$ cat config.mk
export PLATFORM = sky130hd
export DESIGN_NAME = fir_mac_seq
export DESIGN_NICKNAME = d
export VERILOG_FILES = /design/src/rtl/fir_mac_seq.sv
export SDC_FILE = /design/constraint.sdc
export NUM_CORES = 2
export LEC_CHECK = 0
export CAP_MARGIN = 20
export CORE_ASPECT_RATIO = 1.2
export CORE_MARGIN = 2
export CORE_UTILIZATION = 33
export DETAILED_ROUTE_END_ITERATION = 7
export GPL_TIMING_DRIVEN = 1
export PLACE_DENSITY = 0.48
export REMOVE_ABC_BUFFERS = 1
export SYNTH_ARGS = -nofsm -noshare
export SYNTH_HDL_FRONTEND = slang
export SYNTH_SLANG_ARGS = --single-unit
$ cat constraint.sdc
create_clock -name i_clk -period 14.32 [get_ports i_clk]
set_clock_uncertainty 0.2 [all_clocks]
set_input_delay 4.296 -clock i_clk [delete_from_list [all_inputs] [get_ports i_clk]]
set_output_delay 4.296 -clock i_clk [all_outputs]
set_load 0.02 [all_outputs]
$ cat src/rtl/fir_mac_seq.sv
// fir_mac_seq - sequential FIR filter with one shared multiplier.
//
// Holds NUM_TAPS samples x[] and coefficients h[]. Each accepted sample shifts
// the delay line and then spends NUM_TAPS cycles accumulating x[k]*h[k]. The
// final sum is rounded half-up and saturated to Q1.(DATA_WIDTH-1).
//
// Ports:
//   i_clk, i_rst        clock (rising edge), synchronous active-high reset
//   i_valid/o_ready     input sample handshake, iv_din = signed sample
//   o_valid/i_ready     output handshake, ov_dout = signed filtered sample
//   i_coef_wr           coefficient write strobe (honoured only while idle)
//   iv_coef_addr        tap index, 0 multiplies the newest sample
//   iv_coef             signed coefficient
//   o_sat / i_clr_sat   sticky saturation flag and its clear
module fir_mac_seq #(
  parameter int DATA_WIDTH = 24,
  parameter int NUM_TAPS   = 16,
  parameter int ADDR_WIDTH = $clog2(NUM_TAPS)
) (
  input  logic                         i_clk,
  input  logic                         i_rst,
  input  logic                         i_valid,
  output logic                         o_ready,
  input  logic signed [DATA_WIDTH-1:0] iv_din,
  output logic                         o_valid,
  input  logic                         i_ready,
  output logic signed [DATA_WIDTH-1:0] ov_dout,
  input  logic                         i_coef_wr,
  input  logic        [ADDR_WIDTH-1:0] iv_coef_addr,
  input  logic signed [DATA_WIDTH-1:0] iv_coef,
  output logic                         o_sat,
  input  logic                         i_clr_sat
);

  localparam int ACC_WIDTH  = 2*DATA_WIDTH + $clog2(NUM_TAPS);
  localparam int PROD_WIDTH = 2*DATA_WIDTH;

  localparam logic [ADDR_WIDTH-1:0] LAST_IDX = ADDR_WIDTH'(NUM_TAPS - 1);
  localparam logic [ADDR_WIDTH:0]   TAPS_W   = (ADDR_WIDTH+1)'(NUM_TAPS);

  // Half an output LSB, added before the arithmetic shift for round-half-up.
  localparam logic signed [ACC_WIDTH-1:0] RND_C =
    {{(ACC_WIDTH-DATA_WIDTH+1){1'b0}}, 1'b1, {(DATA_WIDTH-2){1'b0}}};
  localparam logic signed [ACC_WIDTH-1:0] SAT_MAX =
    {{(ACC_WIDTH-DATA_WIDTH+1){1'b0}}, {(DATA_WIDTH-1){1'b1}}};
  localparam logic signed [ACC_WIDTH-1:0] SAT_MIN =
    {{(ACC_WIDTH-DATA_WIDTH+1){1'b1}}, {(DATA_WIDTH-1){1'b0}}};
  localparam logic signed [DATA_WIDTH-1:0] OUT_MAX = {1'b0, {(DATA_WIDTH-1){1'b1}}};
  localparam logic signed [DATA_WIDTH-1:0] OUT_MIN = {1'b1, {(DATA_WIDTH-1){1'b0}}};

  typedef enum logic [1:0] {
    ST_IDLE = 2'd0,
    ST_MAC  = 2'd1,
    ST_OUT  = 2'd2
  } state_t;

  state_t                        state_q, state_d;
  logic signed [DATA_WIDTH-1:0]  x_q [NUM_TAPS];
  logic signed [DATA_WIDTH-1:0]  x_d [NUM_TAPS];
  logic signed [DATA_WIDTH-1:0]  h_q [NUM_TAPS];
  logic signed [DATA_WIDTH-1:0]  h_d [NUM_TAPS];
  logic signed [ACC_WIDTH-1:0]   acc_q, acc_d;
  logic        [ADDR_WIDTH-1:0]  idx_q, idx_d;
  logic signed [DATA_WIDTH-1:0]  dout_q, dout_d;
  logic                          valid_q, valid_d;
  logic                          sat_q, sat_d;

  logic signed [PROD_WIDTH-1:0]  prod_s;
  logic signed [ACC_WIDTH-1:0]   prod_ext_s;
  logic signed [ACC_WIDTH-1:0]   acc_sum_s;
  logic signed [ACC_WIDTH-1:0]   acc_rnd_s;
  logic signed [ACC_WIDTH-1:0]   r_s;
  logic                          sat_hi_s;
  logic                          sat_lo_s;
  logic signed [DATA_WIDTH-1:0]  dout_sat_s;
  logic                          sat_set_s;

  // Shared MAC datapath plus rounding and saturation of the running sum.
  always_comb begin
    prod_s     = x_q[idx_q] * h_q[idx_q];
    prod_ext_s = {{(ACC_WIDTH-PROD_WIDTH){prod_s[PROD_WIDTH-1]}}, prod_s};
    acc_sum_s  = acc_q + prod_ext_s;
    acc_rnd_s  = acc_sum_s + RND_C;
    r_s        = acc_rnd_s >>> (DATA_WIDTH-1);
    sat_hi_s   = (r_s > SAT_MAX);
    sat_lo_s   = (r_s < SAT_MIN);
    if (sat_hi_s) begin
      dout_sat_s = OUT_MAX;
    end else if (sat_lo_s) begin
      dout_sat_s = OUT_MIN;
    end else begin
      dout_sat_s = r_s[DATA_WIDTH-1:0];
    end
  end

  // Next-state logic for the FSM, delay line, coefficients and outputs.
  always_comb begin
    state_d   = state_q;
    x_d       = x_q;
    h_d       = h_q;
    acc_d     = acc_q;
    idx_d     = idx_q;
    dout_d    = dout_q;
    valid_d   = valid_q;
    sat_set_s = 1'b0;
    case (state_q)
      ST_IDLE: begin
        // Coefficient writes land even on the accept edge, so the MAC that
        // follows already sees the new value.
        if (i_coef_wr && ({1'b0, iv_coef_addr} < TAPS_W)) begin
          h_d[iv_coef_addr] = iv_coef;
        end else begin
          h_d = h_q;
        end
        if (i_valid) begin
          x_d[0] = iv_din;
          for (int k = 1; k < NUM_TAPS; k++) begin
            x_d[k] = x_q[k-1];
          end
          acc_d   = {ACC_WIDTH{1'b0}};
          idx_d   = {ADDR_WIDTH{1'b0}};
          state_d = ST_MAC;
        end else begin
          state_d = ST_IDLE;
        end
      end
      ST_MAC: begin
        acc_d = acc_sum_s;
        if (idx_q == LAST_IDX) begin
          idx_d     = {ADDR_WIDTH{1'b0}};
          state_d   = ST_OUT;
          dout_d    = dout_sat_s;
          valid_d   = 1'b1;
          sat_set_s = sat_hi_s | sat_lo_s;
        end else begin
          idx_d   = idx_q + 1'b1;
          state_d = ST_MAC;
        end
      end
      ST_OUT: begin
        if (i_ready) begin
          state_d = ST_IDLE;
          valid_d = 1'b0;
        end else begin
          state_d = ST_OUT;
        end
      end
      default: begin
        state_d = ST_IDLE;
        valid_d = 1'b0;
      end
    endcase
    // A new saturation event beats a simultaneous clear.
    if (sat_set_s) begin
      sat_d = 1'b1;
    end else if (i_clr_sat) begin
      sat_d = 1'b0;
    end else begin
      sat_d = sat_q;
    end
  end

  // State registers with synchronous reset; reset aborts any MAC in flight.
  always_ff @(posedge i_clk) begin
    if (i_rst) begin
      state_q <= ST_IDLE;
      for (int k = 0; k < NUM_TAPS; k++) begin
        x_q[k] <= {DATA_WIDTH{1'b0}};
        h_q[k] <= {DATA_WIDTH{1'b0}};
      end
      acc_q   <= {ACC_WIDTH{1'b0}};
      idx_q   <= {ADDR_WIDTH{1'b0}};
      dout_q  <= {DATA_WIDTH{1'b0}};
      valid_q <= 1'b0;
      sat_q   <= 1'b0;
    end else begin
      state_q <= state_d;
      for (int k = 0; k < NUM_TAPS; k++) begin
        x_q[k] <= x_d[k];
        h_q[k] <= h_d[k];
      end
      acc_q   <= acc_d;
      idx_q   <= idx_d;
      dout_q  <= dout_d;
      valid_q <= valid_d;
      sat_q   <= sat_d;
    end
  end

  assign o_ready = (state_q == ST_IDLE);
  assign o_valid = valid_q;
  assign ov_dout = dout_q;
  assign o_sat   = sat_q;

endmodule

## Word level (Yosys, flattened, before mapping)

Index checks and enable logic that the tools add are counted.
Widths: inputs -> output; s select.

| word-level totals | value |
|---|---|
| register bits | 852 |
| output and inout port bits | 27 |
| logic and storage cells | 93 |

| cells by class | value |
|---|---|
| muxes and demuxes | 27 |
| reduce and logical (&&, ||, !) cells | 9 |
| order comparisons | 5 |
| multiply operators | 1 |
| bitwise operators | 4 |
| equality and inequality tests | 6 |
| $add $sub $neg | 3 |

Operators by type and width:

| operator | number |
|---|---|
| $bwmux 384 | 1 |
| $bmux 24 s4 | 2 |
| $mux 24 | 7 |
| $pmux 52 s2 | 1 |
| $demux 24 s4 | 1 |
| $add 52x24->52 const B | 1 |
| $add 52x48->52 | 1 |
| $mux 52 | 1 |
| $mul 24x24->48 | 1 |
| $gt 29x24->1 const B | 1 |
| $lt 29x24->1 const B | 1 |
| $ge 5x5->1 const B | 2 |
| $not 4->5 | 2 |
| $mux 4 | 2 |
| $pmux 4 s2 | 1 |
| $reduce_and 2->1 | 4 |
| $mux 1 | 7 |
| $ne 2x2->1 const B | 3 |
| $pmux 2 s3 | 1 |
| $lt 5x1->1 const B | 1 |
| $add 4x1->4 const B | 1 |
| $eq 4x4->1 const B | 1 |
| $mux 2 | 2 |
| $reduce_bool 2->1 | 2 |
| 8 further kinds | 8 |

## Depth between registers and ports, before layout

| depth | value |
|---|---|
| depth in word-level cells | 12 |
| gate-level depth with buffers | 42 |
| depth with buffers taken out | 35 |

## Worst setup path after synthesis

OpenSTA, ideal clock, no wires.

| path | value |
|---|---|
| path type | flip-flop to flip-flop |
| start | reg idx_q[0] |
| end | reg dout_q[22] (netlist: ov_dout[22]) |
| cell stages (with the launch flop) | 42 |
| clock period less this slack | 10.940 ns |
| arrival | 10.680 ns |
| setup time | 0.060 ns |
| path slack | 3.380 ns |
| buffers on the path | 8 |
| path through | dfxtp_1 > clkbuf_1 > clkbuf_1 > buf_1 > clkbuf_1 > mux4_2 > mux2i_1 > nand2_1 > o21ai_1 > clkbuf_1 > nor2_1 > fa_1 > inv_1 > fa_1 > inv_1 > fa_1 > inv_1 > fa_1 > [... 6 more ...] > ha_1 > buf_2 > and4_1 > and2_1 > nand2_1 > a2111oi_2 > nor3_1 > xnor2_2 > nand4_1 > nor3_2 > nand3_4 > o31a_1 > o21ai_0 > a31oi_1 > or4_1 > clkbuf_1 > buf_2 > nand2_1 |

| on the way | value |
|---|---|
| word-level cells in the longest chain between the ends | 10 |

RTL lines:

| element | line | RTL |
|---|---|---|
| start: declaration | 63 | `logic [ADDR_WIDTH-1:0] idx_q, idx_d;` |
| start signal: assignment | 172 | `idx_q <= {ADDR_WIDTH{1'b0}};` |
| start signal: assignment | 183 | `idx_q <= idx_d;` |
| $not 4->5 (implied by the code) | 80 | `prod_s = x_q[idx_q] * h_q[idx_q];` |
| $bmux 24 s4 | 80 |  |
| $mux 24 (implied by the code) (2 in series) | 80 |  |
| $mul 24x24->48 | 80 |  |
| $add 52x48->52 | 82 | `acc_sum_s = acc_q + prod_ext_s;` |
| $add 52x24->52 | 83 | `acc_rnd_s = acc_sum_s + RND_C;` |
| $lt 29x24->1 | 86 | `sat_lo_s = (r_s < SAT_MIN);` |
| $mux 24 | 89 | `end else if (sat_lo_s) begin` |
| $mux 24 | 87 | `if (sat_hi_s) begin` |
| end signal: assignment | 173 | `dout_q <= {DATA_WIDTH{1'b0}};` |
| end signal: assignment | 184 | `dout_q <= dout_d;` |
| end: declaration | 64 | `logic signed [DATA_WIDTH-1:0] dout_q, dout_d;` |

Parallel ways exist; a longest one is shown, timed or not. The select of a mux whose other input is x is not followed.
A chain may end at the register's enable or synchronous reset.

## Worst setup path after layout

| path | value |
|---|---|
| start | reg idx_q[0] |
| end | reg dout_q[17] (netlist: ov_dout[17]) |

Same word-level chain as after synthesis.

==> qor.csv <==
stage,metric,value,unit
power_and_ir_drop,power per cell area,81.6,nW/um2
sta,unrepaired setup endpoints after global routing,no,
place,hpwl dp,126000,um
detailed_routing,metal2 WL,91200,um
power_and_ir_drop,Peak VDD IR,85.2,uV
sta,fin crit period,12.82,ns
yosys,cell area after synthesis,59800,um2
detailed_routing,Highest Signal Layer,met5,
clocking,CTS tree,done,
final_layout,layout cells sized above 1,7.89,%
power_and_ir_drop,Static Leakage,26.1,nW
clocking,worst-skew pair later-pin latency,0.74,ns
detailed_routing,drc violations,0,
sta,max frequency,0.0780,GHz
setup_path,cell family with most CP delay,adder cells,
detailed_routing,routed vias,46463,
grt,initial antenna violation count,4,
detailed_routing,routed metal-1 wirelength,81400,um
setup_path,critical path class,reg2reg,
final_layout,Multi-input gate area,38200,um2
grt,gr usage total,20.3,%
clocking,CTS sink count,852,
power_and_ir_drop,sw power,0.00141,W
grt,first-pass GRT wire length,291000,um
yosys,YS warnings,0,
grt,largest net degree at the start of global routing,218,
clocking,CTS max path bufs,3,
grt,Congestion Overflow GR,0,
final_layout,sequential cell area,17100,um2
sta,Final Cycle Share,89.6,%
detailed_routing,met3 WL,8280,um
final_layout,nets,7611,
floorplan,Starting Density,33.1,%
detailed_routing,drt pass-1 iters,8,
status,status,"finished, final reports clean",
floorplan,Die W,393,um
power_and_ir_drop,Seq pwr share,44.8,%
setup_path,CP max-delay cell,nor4_1,
setup_path,crit-path max cell delay,0.97,ns
clocking,CTS Buf Count,92,
detailed_routing,DR WL/cell,20.2,um
sta,worst hold margin,0.243,ns
setup_path,crit-path max FO,61,
sta,Tightest Pin Transition,1.19,ns
detailed_routing,DRT Wirelength,186000,um
yosys,post-synthesis sequential area ratio,28.5,%
power_and_ir_drop,total power,0.00538,W
yosys,Synth async-reset ratio,0,%
clocking,H-tree levels,3,
place,Post-Place Worst Slack,1.60,ns
floorplan,Core Area,181000,um2
sta,final setup fails,0,
final_layout,filler instances,18548,
place,Buffers on Ports,84,
sta,worst setup margin,1.50,ns
yosys,cells after synthesis,6947,
detailed_routing,initial detailed-routing violation count,3215,
flow_run,# Max-Cap Violations,0,
power_and_ir_drop,Comb pwr share,8.4,%
setup_path,Setup crit end kind,flip-flop,
place,routability-driven placement congestion ratio,0.922,
yosys,Avg Inst Size Synth,8.62,um2
power_and_ir_drop,P_int,0.00397,W
final_layout,synth-to-layout area growth,10.1,%
sta,Slew HR,20.4,%
detailed_routing,Vias/cell,5.05,
min_path,Hold WC Path Type,reg2reg,
yosys,post-synthesis cell type count,81,
final_layout,"commonest non-fill, non-tap cells in the layout","nand2_1, a21oi_1, dfxtp_1",
clocking,"Setup Fix Bufs, Post-CTS",0,
setup_path,Most common cell on crit path,fa_1,
power_and_ir_drop,Sw Share,26.2,%
setup_path,CP Data Required Time,14.76,ns
clocking,Resized cells post-CTS,0,
floorplan,Chip Height,471,um
grt,vias in the first global route,48154,
power_and_ir_drop,clock share of power,46.9,%
final_layout,"leading cell type in the layout, fill and taps excluded",nand2_1,
clocking,clock root cell,clkbuf_16,
floorplan,row count,171,
sta,Final Hold Vio Count,0,
clocking,Worst-path clk slew,0.06,ns
setup_path,CP bufs+invs,6,
clocking,cts hold-fix bufs,0,
floorplan,die area,185000,um2
sta,Max Transition Viols Final,0,
floorplan,IO Pins,85,
setup_path,startpoint types,flip-flop,
detailed_routing,post-route antenna net violation count,0,
setup_path,"Data arrival, critical path",13.26,ns
yosys,Seq cells post-synth,852,
final_layout,post-layout util,36.5,%
yosys,number of enable flip-flop cells after synthesis,0,
yosys,top_reg_cell synth,dfxtp_1,
## through the flow
| stage | cell area [um2] | std cells | TNS, ns |
|---|---|---|---|
| 3_5_place_dp | 62600 | 9031 | 0 |
| 4_1_cts | 65800 | 9198 | 0 |
| 5_1_grt | 65900 | 9203 | 0 |
| 3_3_place_gp | 62600 | 9031 | 0 |
| 6_report | 65900 | 9203 | 0 |
| 2_1_floorplan | 58000 | 6468 | -136.28 |
## power groups by stage
| stage | clock [W] | combinational, W | sequential [W] |
|---|---|---|---|
| 3_3_place_gp | 0 | 0.000450 | 0.00246 |
| 6_report | 0.00252 | 0.000451 | 0.00241 |
| 4_1_cts | 0.00260 | 0.000454 | 0.00241 |
| 5_1_grt | 0.00269 | 0.000491 | 0.00241 |
| 3_5_place_dp | 0 | 0.000453 | 0.00246 |
| 2_1_floorplan | 0 | 0.000226 | 0.00247 |
## sequential cells by signal, indices dropped and copies added (netlist names)
name     count
o_valid      1
o_sat        1
acc_q       52
x_q        384
h_q        384
state_q      2
idx_q        4
ov_dout     24
## worst reg2reg max path: cells and delay by family, from the launching register on
kind,cells,cell delay (ns)
compound gates,5,1.27
simple gates,9,3.42
flops,1,0.79
buf+inv,6,1.04
fa+ha+maj,8,4.24
xor+xnor,1,0.32
mux,2,1.45
## metal layers
| layer | GRT usage, % | vias to the layer above |
|---|---|---|
| met2 | 34.3 | 1122 |
| met1 | 27.0 | 23461 |
| met4 | 6.70 | 6 |
| li1 | - | 21598 |
| met3 | 2.27 | 276 |
| met5 | 0 | - |
## synth_stat cells (all sizes together) (5+ instances only)
cell type	count	area (um2)
mux2	10	113
buf	57	250
nand2b	12	75.1
a21oi	879	4410
or2	6	37.5
a21o	18	135
or3	9	56.3
a22oi	25	213
o31ai	5	37.5
o21bai	6	45.0
nor2b	59	369
fa	677	13600
xor2	27	236
o211ai	10	80.1
mux2i	11	110
nand4	26	169
a31oi	19	119
inv	786	2950
a211oi	12	105
nand2	2063	7750
nor2	233	875
o21ai	62	314
ha	169	2110
a2111oi	5	93.8
a211o	5	43.8
and2	44	275
nand3	64	333
o21a	13	97.6
and3	8	50.1
clkbuf	422	1590
xnor2	43	384
and4	6	52.6
nor3	26	140
mux4	230	5180
dfxtp	852	17100
## logic make-up (layout without fill, tap and decap cells)
kind of cell | count (synthesis) | in the layout | synth area share [%]
XOR/XNOR | 70 | 70 | 1.04
other | 0 | 1 | 0
buffers and inverters | 1265 | 1098 | 8.01
multiplexers | 251 | 251 | 9.03
flip-flops | 852 | 852 | 28.5
adder cells (fa/ha/maj) | 846 | 846 | 26.2
AO/OA/AOI/OAI | 1089 | 1089 | 10.0
AND/OR/NAND/NOR | 2574 | 2574 | 17.2
## worst paths after layout
check | from | end | slack, ns | cells past startpoint
worst max-delay path | idx_q[0]$_SDFFE_PP0P_ | ov_dout[17]$_SDFFE_PP0P_ | 1.50 | 31
worst min-delay path | x_q[295]$_SDFFE_PP0P_ | x_q[271]$_SDFFE_PP0P_ | 0.24 | 2
worst max register to register | idx_q[0]$_SDFFE_PP0P_ | ov_dout[17]$_SDFFE_PP0P_ | 1.50 | 31
worst min register to register | x_q[295]$_SDFFE_PP0P_ | x_q[271]$_SDFFE_PP0P_ | 0.24 | 2
## final cells by class
type	instances	area share [%]
antenna	1	0.00380
clock buffer	138	4.20
clock inverter	29	0.638
inverter	786	4.48
multi-input combinational	4830	58.0
sequential	852	25.9
tap	2422	4.60
timing repair buffer	145	2.16
No activity file was read; power rests on OpenSTA's default activity.
